**src/rtl/viterbi_ber_ctrl.sv**
```systemverilog
// BER test sequencer: PRBS frame source, channel error-mask scheduler, tail flush,
// decoder drain and latency-aligned checker. `define BER_BURST_EN for burst errors.
module viterbi_ber_ctrl #(
  parameter int          FRAME_LEN  = 256,
  parameter int          ERR_PERIOD = 16,
  parameter int          ENC_LAT    = 1,
  parameter int          DEC_LAT    = 32,
  parameter int          TAIL       = 2,
  parameter logic [15:0] SEED       = 16'hACE1,
  parameter int          BURST_LEN  = 4
) (
  input  logic        clk,
  input  logic        rst,
  input  logic        start,
  input  logic        err_en,
  input  logic        dec_bit_i,
  output logic        enc_bit_o,
  output logic        enc_en_o,
  output logic [1:0]  err_mask_o,
  output logic        busy_o,
  output logic        done_o,
  output logic [15:0] sym_err_ct_o,
  output logic [15:0] inj_bit_ct_o,
  output logic [15:0] bit_err_ct_o,
  output logic [15:0] chk_ct_o,
  output logic [2:0]  dbg_state
);

  // start is a one-cycle request with no ready: it is taken only in IDLE or DONE,
  // and a pulse seen while busy_o is high is dropped without effect.

  generate
    if (ENC_LAT < 1) begin : g_enc_lat_chk
      $error("ENC_LAT must be >= 1");
    end
    if (DEC_LAT < 1) begin : g_dec_lat_chk
      $error("DEC_LAT must be >= 1");
    end
    if (BURST_LEN < 1) begin : g_burst_min_chk
      $error("BURST_LEN must be >= 1");
    end
`ifdef BER_BURST_EN
    if (BURST_LEN > ERR_PERIOD) begin : g_burst_chk
      $error("BURST_LEN must not exceed ERR_PERIOD");
    end
`endif
  endgenerate

  typedef enum logic [2:0] {
    S_IDLE  = 3'd0,
    S_RUN   = 3'd1,
    S_FLUSH = 3'd2,
    S_DRAIN = 3'd3,
    S_DONE  = 3'd4
  } state_t;

  state_t      state;
  logic [15:0] lfsr;
  logic        err_lat;
  logic [15:0] ph_cnt;
  logic [15:0] per_cnt;
  logic [1:0]  k_mod;
  logic [1:0]  mask_pipe [ENC_LAT];
  logic [1:0]  dl        [DEC_LAT];

  logic [15:0] lfsr_nxt;
  logic [15:0] per_nxt;
  logic [1:0]  k_inc;
  logic [1:0]  mask_out;
  logic [1:0]  tap;

  assign lfsr_nxt  = {lfsr[0] ^ lfsr[2] ^ lfsr[3] ^ lfsr[5], lfsr[15:1]};
  assign per_nxt   = (per_cnt == 16'(ERR_PERIOD - 1)) ? 16'd0 : per_cnt + 16'd1;
  assign k_inc     = (k_mod == 2'd2) ? 2'd0 : k_mod + 2'd1;
  assign mask_out  = mask_pipe[ENC_LAT-1];
  assign tap       = dl[DEC_LAT-1];
  assign dbg_state = state;

  function automatic logic errored(input logic [15:0] pos);
`ifdef BER_BURST_EN
    return pos < 16'(BURST_LEN);
`else
    return pos == 16'd0;
`endif
  endfunction

  function automatic logic [1:0] mask_of(input logic [1:0] k);
    case (k)
      2'd0:    return 2'b11;
      2'd1:    return 2'b10;
      default: return 2'b01;
    endcase
  endfunction

  function automatic logic [15:0] sat_inc(input logic [15:0] v, input logic [1:0] amt);
    logic [16:0] sum;
    sum = {1'b0, v} + {15'd0, amt};
    return sum[16] ? 16'hFFFF : sum[15:0];
  endfunction

  always_ff @(posedge clk) begin
    if (rst) begin
      state        <= S_IDLE;
      lfsr         <= SEED;
      err_lat      <= 1'b0;
      ph_cnt       <= '0;
      per_cnt      <= '0;
      k_mod        <= '0;
      enc_bit_o    <= 1'b0;
      enc_en_o     <= 1'b0;
      err_mask_o   <= '0;
      busy_o       <= 1'b0;
      done_o       <= 1'b0;
      sym_err_ct_o <= '0;
      inj_bit_ct_o <= '0;
      bit_err_ct_o <= '0;
      chk_ct_o     <= '0;
      for (int i = 0; i < ENC_LAT; i++) mask_pipe[i] <= '0;
      for (int i = 0; i < DEC_LAT; i++) dl[i] <= '0;
    end else begin
      // Mask path: stage 0 is loaded alongside enc_bit_o, so the mask reaches
      // the channel exactly ENC_LAT cycles after its data bit.
      mask_pipe[0] <= 2'b00;
      for (int i = 1; i < ENC_LAT; i++) mask_pipe[i] <= mask_pipe[i-1];
      err_mask_o <= mask_out;
      if (mask_out != 2'b00) begin
        sym_err_ct_o <= sat_inc(sym_err_ct_o, 2'd1);
        inj_bit_ct_o <= sat_inc(inj_bit_ct_o, {1'b0, mask_out[1]} + {1'b0, mask_out[0]});
      end

      // Reference path: {valid, bit} of each issued bit, tapped DEC_LAT later.
      dl[0] <= {state == S_RUN, enc_bit_o};
      for (int i = 1; i < DEC_LAT; i++) dl[i] <= dl[i-1];
      if (tap[1]) begin
        chk_ct_o <= sat_inc(chk_ct_o, 2'd1);
        if (tap[0] != dec_bit_i) bit_err_ct_o <= sat_inc(bit_err_ct_o, 2'd1);
      end

      case (state)
        S_IDLE, S_DONE: begin
          if (start) begin
            state        <= S_RUN;
            lfsr         <= SEED;
            enc_bit_o    <= SEED[0];
            enc_en_o     <= 1'b1;
            busy_o       <= 1'b1;
            done_o       <= 1'b0;
            err_lat      <= err_en;
            ph_cnt       <= '0;
            per_cnt      <= '0;
            sym_err_ct_o <= '0;
            inj_bit_ct_o <= '0;
            bit_err_ct_o <= '0;
            chk_ct_o     <= '0;
            if (err_en && errored(16'd0)) begin
              mask_pipe[0] <= mask_of(2'd0);
              k_mod        <= 2'd1;
            end else begin
              k_mod        <= 2'd0;
            end
          end
        end
        S_RUN: begin
          if (ph_cnt == 16'(FRAME_LEN - 1)) begin
            ph_cnt    <= '0;
            enc_bit_o <= 1'b0;
            if (TAIL == 0) begin
              state    <= S_DRAIN;
              enc_en_o <= 1'b0;
            end else begin
              state    <= S_FLUSH;
            end
          end else begin
            ph_cnt    <= ph_cnt + 16'd1;
            lfsr      <= lfsr_nxt;
            enc_bit_o <= lfsr_nxt[0];
            per_cnt   <= per_nxt;
            if (err_lat && errored(per_nxt)) begin
              mask_pipe[0] <= mask_of(k_mod);
              k_mod        <= k_inc;
            end
          end
        end
        S_FLUSH: begin
          if (ph_cnt == 16'(TAIL - 1)) begin
            state    <= S_DRAIN;
            enc_en_o <= 1'b0;
            ph_cnt   <= '0;
          end else begin
            ph_cnt   <= ph_cnt + 16'd1;
          end
        end
        S_DRAIN: begin
          if (ph_cnt == 16'(DEC_LAT - 1)) begin
            state  <= S_DONE;
            busy_o <= 1'b0;
            done_o <= 1'b1;
            ph_cnt <= '0;
          end else begin
            ph_cnt <= ph_cnt + 16'd1;
          end
        end
        default: state <= S_IDLE;
      endcase
    end
  end

endmodule
```
**config.mk**
```make
export PLATFORM = sky130hd
export DESIGN_NAME = viterbi_ber_ctrl
export DESIGN_NICKNAME = d
export VERILOG_FILES = /design/src/rtl/viterbi_ber_ctrl.sv
export SDC_FILE = /design/constraint.sdc
export NUM_CORES = 1
export LEC_CHECK = 0
export ABC_AREA = 1
export ABC_CLOCK_PERIOD_IN_PS = 2900
export CAP_MARGIN = 10
export CORE_MARGIN = 5
export CORE_UTILIZATION = 31
export CTS_BUF_LIST = sky130_fd_sc_hd__clkbuf_4 sky130_fd_sc_hd__clkbuf_8 sky130_fd_sc_hd__clkbuf_16
export CTS_CLUSTER_DIAMETER = 120
export DETAILED_ROUTE_END_ITERATION = 16
export MAX_ROUTING_LAYER = met4
export SYNTH_ARGS = -nofsm -noshare
export SYNTH_HDL_FRONTEND = slang
export SYNTH_SLANG_ARGS = --single-unit
```
**constraint.sdc**
```tcl
create_clock -name clk -period 2.9 [get_ports clk]
set_input_delay 0.435 -clock clk [delete_from_list [all_inputs] [get_ports clk]]
set_output_delay 0.435 -clock clk [all_outputs]
set_load 0.01 [all_outputs]
```
==> impl_metrics.toml <==
[outcome]
run_status = "complete, no violations"

[sta]
slew_headroom_pct = 45.0
tightest_slew_ps = 824
worst_hold_slack_ps = 400
rsz0062_at_grt = "no"
hold_violations = 0
fin_crit_sh_pct = 80.2
drv_slew = 0
max_freq_ghz = 0.430
setup_viol = 0
setup_ws_ps = 574
clock_skew_ps = 7.24
min_period_ps = 2330
fin_setup_tns_ps = 0

[place]
io_buffers = 77
hpwlAfterDp_um = 13300
dpl-instance-area_um2 = 9410
place_congestion = 0.871
pre_cts_slack_ps = 568
dp.cells = 1515

[die]
die_area_um2 = 30100
core_um2 = 26200
dieWidth_um = 174
num_io_pins = 78
start_util_pct = 31.6
rows = 59
dieHeight_um = 174

[global_route]
grt_pass1_vias = 6441
grt_max_degree = 70
track_usage_pct = 12.6
antenna_found_initial = 0
overflow = 0
grt_pass1_wl_um = 31200

[yosys]
syn_area_per_cell_um2 = 7.38
synthDistinctLibCells = 53
synthesis.nets = 1136
ys_async_sr_fraction_pct = 0
synth-edff-count = 0
yosysSeqAreaShare_pct = 45.9
syn_area_um2 = 8290
synth_flop_cell = "dfxtp_1"
yosysWarnings = 0
ys_ff_latch = 190
syn_inst = 1123

[route]
wl_um = 18700
ant_nets = 0
drc = 0
routedWlPerCell_um = 12.1
dr.pass1.iters = 5
vias_per_cell = 4.58
drt_iter0_markers = 416
vias = 7081

[clock_network]
clkTransAtPathRegs_ps = 70
cts-hold-fix-buffers = 0
clockBufferDepth = 2
cts_resized = 0
cts_setup_buffers = 0
cts-root-buf = "clkbuf_16"
cts_tree = "yes"
clock-sinks = 190
htree_levels = 4
cts_buffers = 17
clock_latency_ps = 430

[job]
maxCapViolations = 0

[final_layout]
most-common-layout-cells = "nand2_1 (195), dfxtp_1 (190), inv_1 (172)"
fin_area_um2 = 9970
final_nets = 1212
fillCellCount = 2647
final_cell_count_no_fill = 1547
diodes = 0
final_common_cell = "nand2_1"
area_delta_synth_final_pct = 20.2
final_util_pct = 38.0
drive_gt1_share_pct = 8.00

[power]
cellPowerDensity_nw_per_um2 = 615
p_total_mw = 6.13
power.leakage_nw = 3.90
ir_drop_mv = 0.493

[worst_setup_path]
critPathMaxFanout = 5
crit_type = "flop to flop"
worstSetupEndpointType = "flop"
startpoint_type = "flop"
cp.required_ps = 3260
cp.arrival_ps = 2680

[worst_hold_path]
min_path_type = "flop to flop"
[kinds of logic (layout without fill, tap and decap cells)]
group	after synthesis	count (layout)	synth area share, %
AO/OA/AOI/OAI	147	147	9.91
adder cells (fa/ha/maj)	8	8	1.30
buffers and inverters	208	297	9.67
XOR/XNOR	43	43	4.54
AND/OR/NAND/NOR	527	527	28.7
flip-flops	190	190	45.9
[flip-flops by register name, indices dropped and copies added (netlist names)]
register / cells
enc_en_o: 1
lfsr: 16
dbg_state: 3
enc_bit_o: 1
err_mask_o: 2
per_cnt: 16
inj_bit_ct_o: 16
k_mod: 2
busy_o: 1
done_o: 1
ph_cnt: 16
sym_err_ct_o: 16
err_lat: 1
mask_pipe: 2
bit_err_ct_o: 16
dl: 64
chk_ct_o: 16
[area by class of cell]
cell class                 instances  area (um2)  area share [%]
clock buffer                      17         425            4.27
tap                              335         419            4.21
sequential                       190        3800            38.2
multi-input combinational        725        3690            37.0
inverter                         181         681            6.83
timing repair buffer              84         821            8.23
clock inverter                    15         131            1.32
[metal layers]
metal  global-route usage [%]  share of wire [%]
met5                        -                  0
met3                     3.34                5.1
met2                     19.2                 44
met4                     4.29                1.7
met1                     16.3                 49
[synthesized netlist by cell type, types with 2 or more instances]
master | n | area share, %
buf_1 | 4 | 0.18
inv_2 | 8 | 0.36
inv_1 | 172 | 7.8
nor3_2 | 3 | 0.36
o211ai_1 | 2 | 0.18
ha_1 | 7 | 1.1
nand3_2 | 3 | 0.36
o21ai_1 | 3 | 0.18
o21a_1 | 2 | 0.18
xnor2_1 | 16 | 1.7
nor4_1 | 6 | 0.45
nor3_1 | 20 | 1.2
clkbuf_1 | 16 | 0.72
o221ai_1 | 2 | 0.21
o21ai_0 | 36 | 2.2
a31oi_1 | 12 | 0.91
nor3b_1 | 3 | 0.27
nand3_1 | 62 | 3.7
o21bai_1 | 3 | 0.27
or2_0 | 5 | 0.38
nor2_2 | 12 | 0.91
o21ai_2 | 2 | 0.21
nand4_1 | 27 | 2.0
nor2_4 | 4 | 0.54
nand2_4 | 2 | 0.27
dfxtp_1 | 190 | 46
o22ai_1 | 5 | 0.38
a21oi_1 | 72 | 4.3
nand2_2 | 12 | 0.91
buf_2 | 4 | 0.24
xor2_1 | 27 | 2.9
nor2_1 | 160 | 7.2
or2_2 | 6 | 0.45
a211oi_1 | 2 | 0.18
nand2_1 | 195 | 8.8
[critical path, stage by stage, from the launching register on]
cell and delay, ps:
dfxtp_1 330, inv_1 70, fa_1 420, inv_1 80
ha_1 180, nand3_1 130, inv_1 80, nand4_1 100
nor3_1 230, nor3b_1 300, inv_1 150, a31oi_1 180
[path summary, 6_finish.rpt]
check / from / endpoint / slack, ps / depth (start not counted)
min: dl[0][15] / dl[0][17] / 400 / 2
max: inj_bit_ct_o[0] / inj_bit_ct_o[13] / 570 / 11
min reg2reg: dl[0][15] / dl[0][17] / 400 / 2
max reg2reg: inj_bit_ct_o[0] / inj_bit_ct_o[13] / 570 / 11
[report_power, final]
part / switching [mW] / leakage, nW / internal, mW
Sequential: 0.107 / 1.54 / 2.76
Combinational: 0.727 / 2.09 / 0.340
Clock: 1.07 / 0.270 / 1.13
Power figures use the tool's default switching activity.
==> variant 1: new RTL, config.mk and constraints unchanged <==
Set the parameter `ENC_LAT` to 2 (it was 1).
--- a/src/rtl/viterbi_ber_ctrl.sv
+++ b/src/rtl/viterbi_ber_ctrl.sv
@@ -4,5 +4,5 @@
   parameter int          FRAME_LEN  = 256,
   parameter int          ERR_PERIOD = 16,
-  parameter int          ENC_LAT    = 1,
+  parameter int          ENC_LAT    = 2,
   parameter int          DEC_LAT    = 32,
   parameter int          TAIL       = 2,
Function: changed (Yosys sat finds a counterexample within 4 cycles, from zero or initial values and one cycle with rst high).
==> variant 1 against the original RTL <==
- wire length down 0.26%
- global-route usage about the same
- sequential cell count up 2
- combinational power down 10%
- area after synthesis up 1.2%
- utilization down 0.24 points
- setup slack better by 46 ps
- sequential power about the same
- cell area up 1.6%
- total power up 1.2%
- synthesized cell count up 3.3%
- critical endpoint is now inj_bit_ct_o[11]
- highest routed layer unchanged
==> variant 1: results (changes against the original RTL) <==
cts_root_buffer: "clkbuf_16"
grtUsageMet2_pct: 19.04  # -0.12 points
yosys-top-cells-area: "dfxtp_1 46%, nand2_1 9.3%, nor2_1 8.3%"
largest_register_ff_count: 64  # unchanged
diodes: 0  # unchanged
timing.critical_path.arrival_ps: 2670  # about the same
route.vias.total: 7268  # +2.6%
hold_path_startpoint: "dl[1][28]"
hold_class: "reg -> reg"
layout-drive-gt1-share_pct: 7.046  # -0.96 points
synth_cell_types: 51  # -3.8%
worst_ir_drop_vdd_v: 0.0003766  # -24%
swShare_pct: 31.24  # +0.14 points
wl_um: 18670  # -0.26%
wl_met1_um: 9430  # +2.8%
critical-path-slowest-cell: "fa_1"
finClkSkew_ps: 14.87  # +7.636 ps
synth_flop_cell: "dfxtp_1"
dr_wl_met2_um: 8181  # -1.1%
clkSlewWorstSetupHoldPaths_ps: 90  # +20 ps
syn_area_per_cell_sq_um: 7.233  # -2.0%
clk_latency_ps: 440
grtUsageMet1_pct: 16.88  # +0.57 points
gr-usage-met3_pct: 2.827  # -0.51 points
path_max_fanout: 11  # +6
post_drt_wl_per_cell_um: 11.74  # -3.0%
leak_nw: 4.028  # +3.4%
status: "completed"
postCtsResizedCells: 0  # unchanged
final-hold-violation-count: 0  # unchanged
cts-root-to-sink-buffers: 2  # unchanged
maximum_number_of_pins_on_one_net_before_global_route_repair: 72  # +2.9%
pre_cts_ws_ps: 637.4  # +69.66 ps
grt_antenna_before_repair: 0  # unchanged
routabilityCongestion: 0.8714  # +0.10%
grt_pass1_vias: 6573  # +2.0%
detail_route.iter0.violations: 553  # +33%
route.met3.wl_um: 817  # -15%
numPortBuffers: 77  # unchanged
placed_cells_incl_taps: 1558  # +2.8%
synth-seq-area-share_pct: 45.81  # -0.063 points
grt_first_pass_wirelength_um: 31510  # +0.95%
post-dp-hpwl_um: 13350  # +0.14%
max_slew.worst_pin.slew_ps: 806.7  # -17.17 ps
cts_setup_buffers: 0  # unchanged
synth-warning-count: 0  # unchanged
grtUsageTotal_pct: 12.62  # about the same
r2r_start: "inj_bit_ct_o[0]"
post_dp_cell_area_sq_um: 9518  # +1.1%
synth_commonest_cells: "208 x nand2_1, 192 x dfxtp_1, 185 x nor2_1"
## variant 1: cell types whose count changed after synthesis, sizes merged, moves of 4 or more
cell | unedited run | this run
nor2 | 176 | 200
o21ai | 41 | 54
inv | 180 | 191
nand2 | 209 | 217
nor3 | 24 | 18
a31oi | 12 | 7
or2 | 12 | 7
o22ai | 5 | 9
xor2 | 27 | 23
## variant 1: layout make-up
| cell class | count | area, sq um |
|---|---|---|
| sequential | 192 | 3844 |
| clock inverter | 15 | 185.2 |
| fill | 2739 | 16670 |
| tap | 341 | 426.7 |
| inverter | 192 | 720.7 |
| timing repair buffer | 86 | 835.8 |
| clock buffer | 17 | 425.4 |
| multi-input combinational | 747 | 3691 |
## variant 1: path summary, 6_finish.rpt
path              depth (start not counted)               end  slack [ps]
setup reg to reg                         14  inj_bit_ct_o[11]         620
setup / recovery                         14  inj_bit_ct_o[11]         620
hold / removal                            2         dl[1][30]         390
hold reg to reg                           2         dl[1][30]         390
## variant 1: power groups by stage
stage / Clock (mW) / Combinational, mW / Sequential (mW)
detailed placement: 0 / 0.963 / 2.94
global route: 2.55 / 1.09 / 2.90
CTS: 2.44 / 0.971 / 2.88
finish: 2.37 / 0.961 / 2.88
global placement: 0 / 0.958 / 2.94
floorplan: 0 / 0.693 / 2.93
## variant 1: logic make-up after synthesis
| group | count (synthesis) | share of synthesized area (%) |
|---|---|---|
| buffers and inverters | 221 | 10.20 |
| flip-flops | 192 | 45.81 |
| XOR/XNOR | 39 | 4.071 |
| AND/OR/NAND/NOR | 542 | 28.26 |
| AO/OA/AOI/OAI | 158 | 10.38 |
| adder cells (fa/ha/maj) | 8 | 1.282 |
## variant 1: worst max-delay path, delay by kind of cell, from the launching register on
kind,cells,cell delay [ps]
simple gates,5,750
buf+inv,5,450
fa+ha+maj,2,580
compound gates,2,110
flops,1,360
==> variant 2: new RTL, same flow settings <==
Made on the original files. Make the reset (`rst`) asynchronous in one clocked block.
--- a/src/rtl/viterbi_ber_ctrl.sv
+++ b/src/rtl/viterbi_ber_ctrl.sv
@@ -99,5 +99,5 @@
   endfunction
 
-  always_ff @(posedge clk) begin
+  always_ff @(posedge clk or posedge rst) begin
     if (rst) begin
       state        <= S_IDLE;
Function: differs if rst is asserted again (counterexample within 4 cycles, from zero or initial values and one cycle with rst high); with rst held inactive, the same outputs for 10 cycles.
==> variant 2 against the original RTL <==
- non-clock buffer count grew 4
- setup slack got worse by 26 ps
- highest routed layer unchanged
- area after synthesis grew 0.97%
- sequential cell count did not move
- via count is 9.6% lower
- wire length down 4.1%
- cell area up 2.7%
- hold slack got worse by 69 ps
Power is not compared: it rests on default switching activity, and its combinational part moved more than twofold at a synthesized area within 25%.
==> variant 2: results (changes against the original RTL) <==
synth_commonest_cells: "182 x dfrtp_1, 165 x nand2_1, 105 x inv_1"
post-dp-hpwl_um: 12700  # -4.7%
grtUsageMet1_pct: 16.59  # +0.28 points
first_pass_iters: 4  # -1
whs_ps: 330.7  # -68.83 ps
gr-usage-met3_pct: 2.371  # -0.97 points
finish.instance_area_sq_um: 10240  # +2.7%
timing.critical_path.arrival_ps: 2670  # about the same
ys_async_sr_fraction_pct: 100.0  # +100 points
layout-drive-gt1-share_pct: 9.931  # +1.9 points
post_synth_inst_count: 913  # -19%
hold_class: "reg -> reg"
min_period_over_period_pct: 81.11  # +0.90 points
pre_cts_ws_ps: 568.2  # +0.4540 ps
route.met3.wl_um: 621  # -35%
placed_cells_incl_taps: 1326  # -12%
route.vias.total: 6403  # -9.6%
synth_mux_area_share_pct: 0  # unchanged
slew-limit-headroom_pct: 48.41  # +3.4 points
wl_met1_um: 8845  # -3.6%
dr_wl_met2_um: 8364  # +1.1%
post_drt_wl_per_cell_um: 13.23  # +9.3%
synth_flop_cell: "dfrtp_1"
largest_register_ff_count: 62  # -3.1%
detail_route.iter0.violations: 449  # +7.9%
status: "completed"
nFillCells: 2642  # -0.19%
routabilityCongestion: 0.8601  # -1.2%
synth_compound_gate_area_share_pct: 9.744  # -0.17 points
synth_fa_ha_area_share_pct: 1.285  # -0.012 points
synthesis.nets: 926  # -18%
cts_setup_buffers: 0  # unchanged
grtUsageTotal_pct: 12.50  # -0.11 points
synth-seq-area-share_pct: 56.91  # +11 points
grt_first_pass_wirelength_um: 30790  # -1.3%
finClkSkew_ps: 16.57  # +9.334 ps
final_net_count: 1017  # -16%
grt_pass1_vias: 6277  # -2.5%
maximum_number_of_pins_on_one_net_before_global_route_repair: 50  # -29%
==> variant 2: worst paths after layout <==
path | from | endpoint | cells past startpoint
worst max-delay path | inj_bit_ct_o[0] | inj_bit_ct_o[14] | 15
worst min register to register | dl[32] | dl[30] | 0
worst max register to register | inj_bit_ct_o[0] | inj_bit_ct_o[14] | 15
max in group asynchronous | rst | lfsr[15] | 3
min in group asynchronous | rst | ph_cnt[5] | 2
worst min-delay path | dl[32] | dl[30] | 0
==> variant 2: power groups by stage <==
stage | registers (mW) | logic, mW | clock network, mW
6_report | 4.15 | 2.56 | 2.42
5_1_grt | 4.27 | 2.91 | 2.60
4_1_cts | 4.16 | 2.60 | 2.49
3_5_place_dp | 4.19 | 2.59 | 0
3_3_place_gp | 4.19 | 2.55 | 0
2_1_floorplan | 4.10 | 1.71 | 0
==> variant 2: final cells by class <==
type,instances,share of cell area (%)
clock buffers,18,4.290
clock inverters,14,1.675
inverters,110,4.070
multi-input cells,597,30.55
flip-flops and latches,190,46.55
well taps,341,4.168
repair buffers,88,8.703
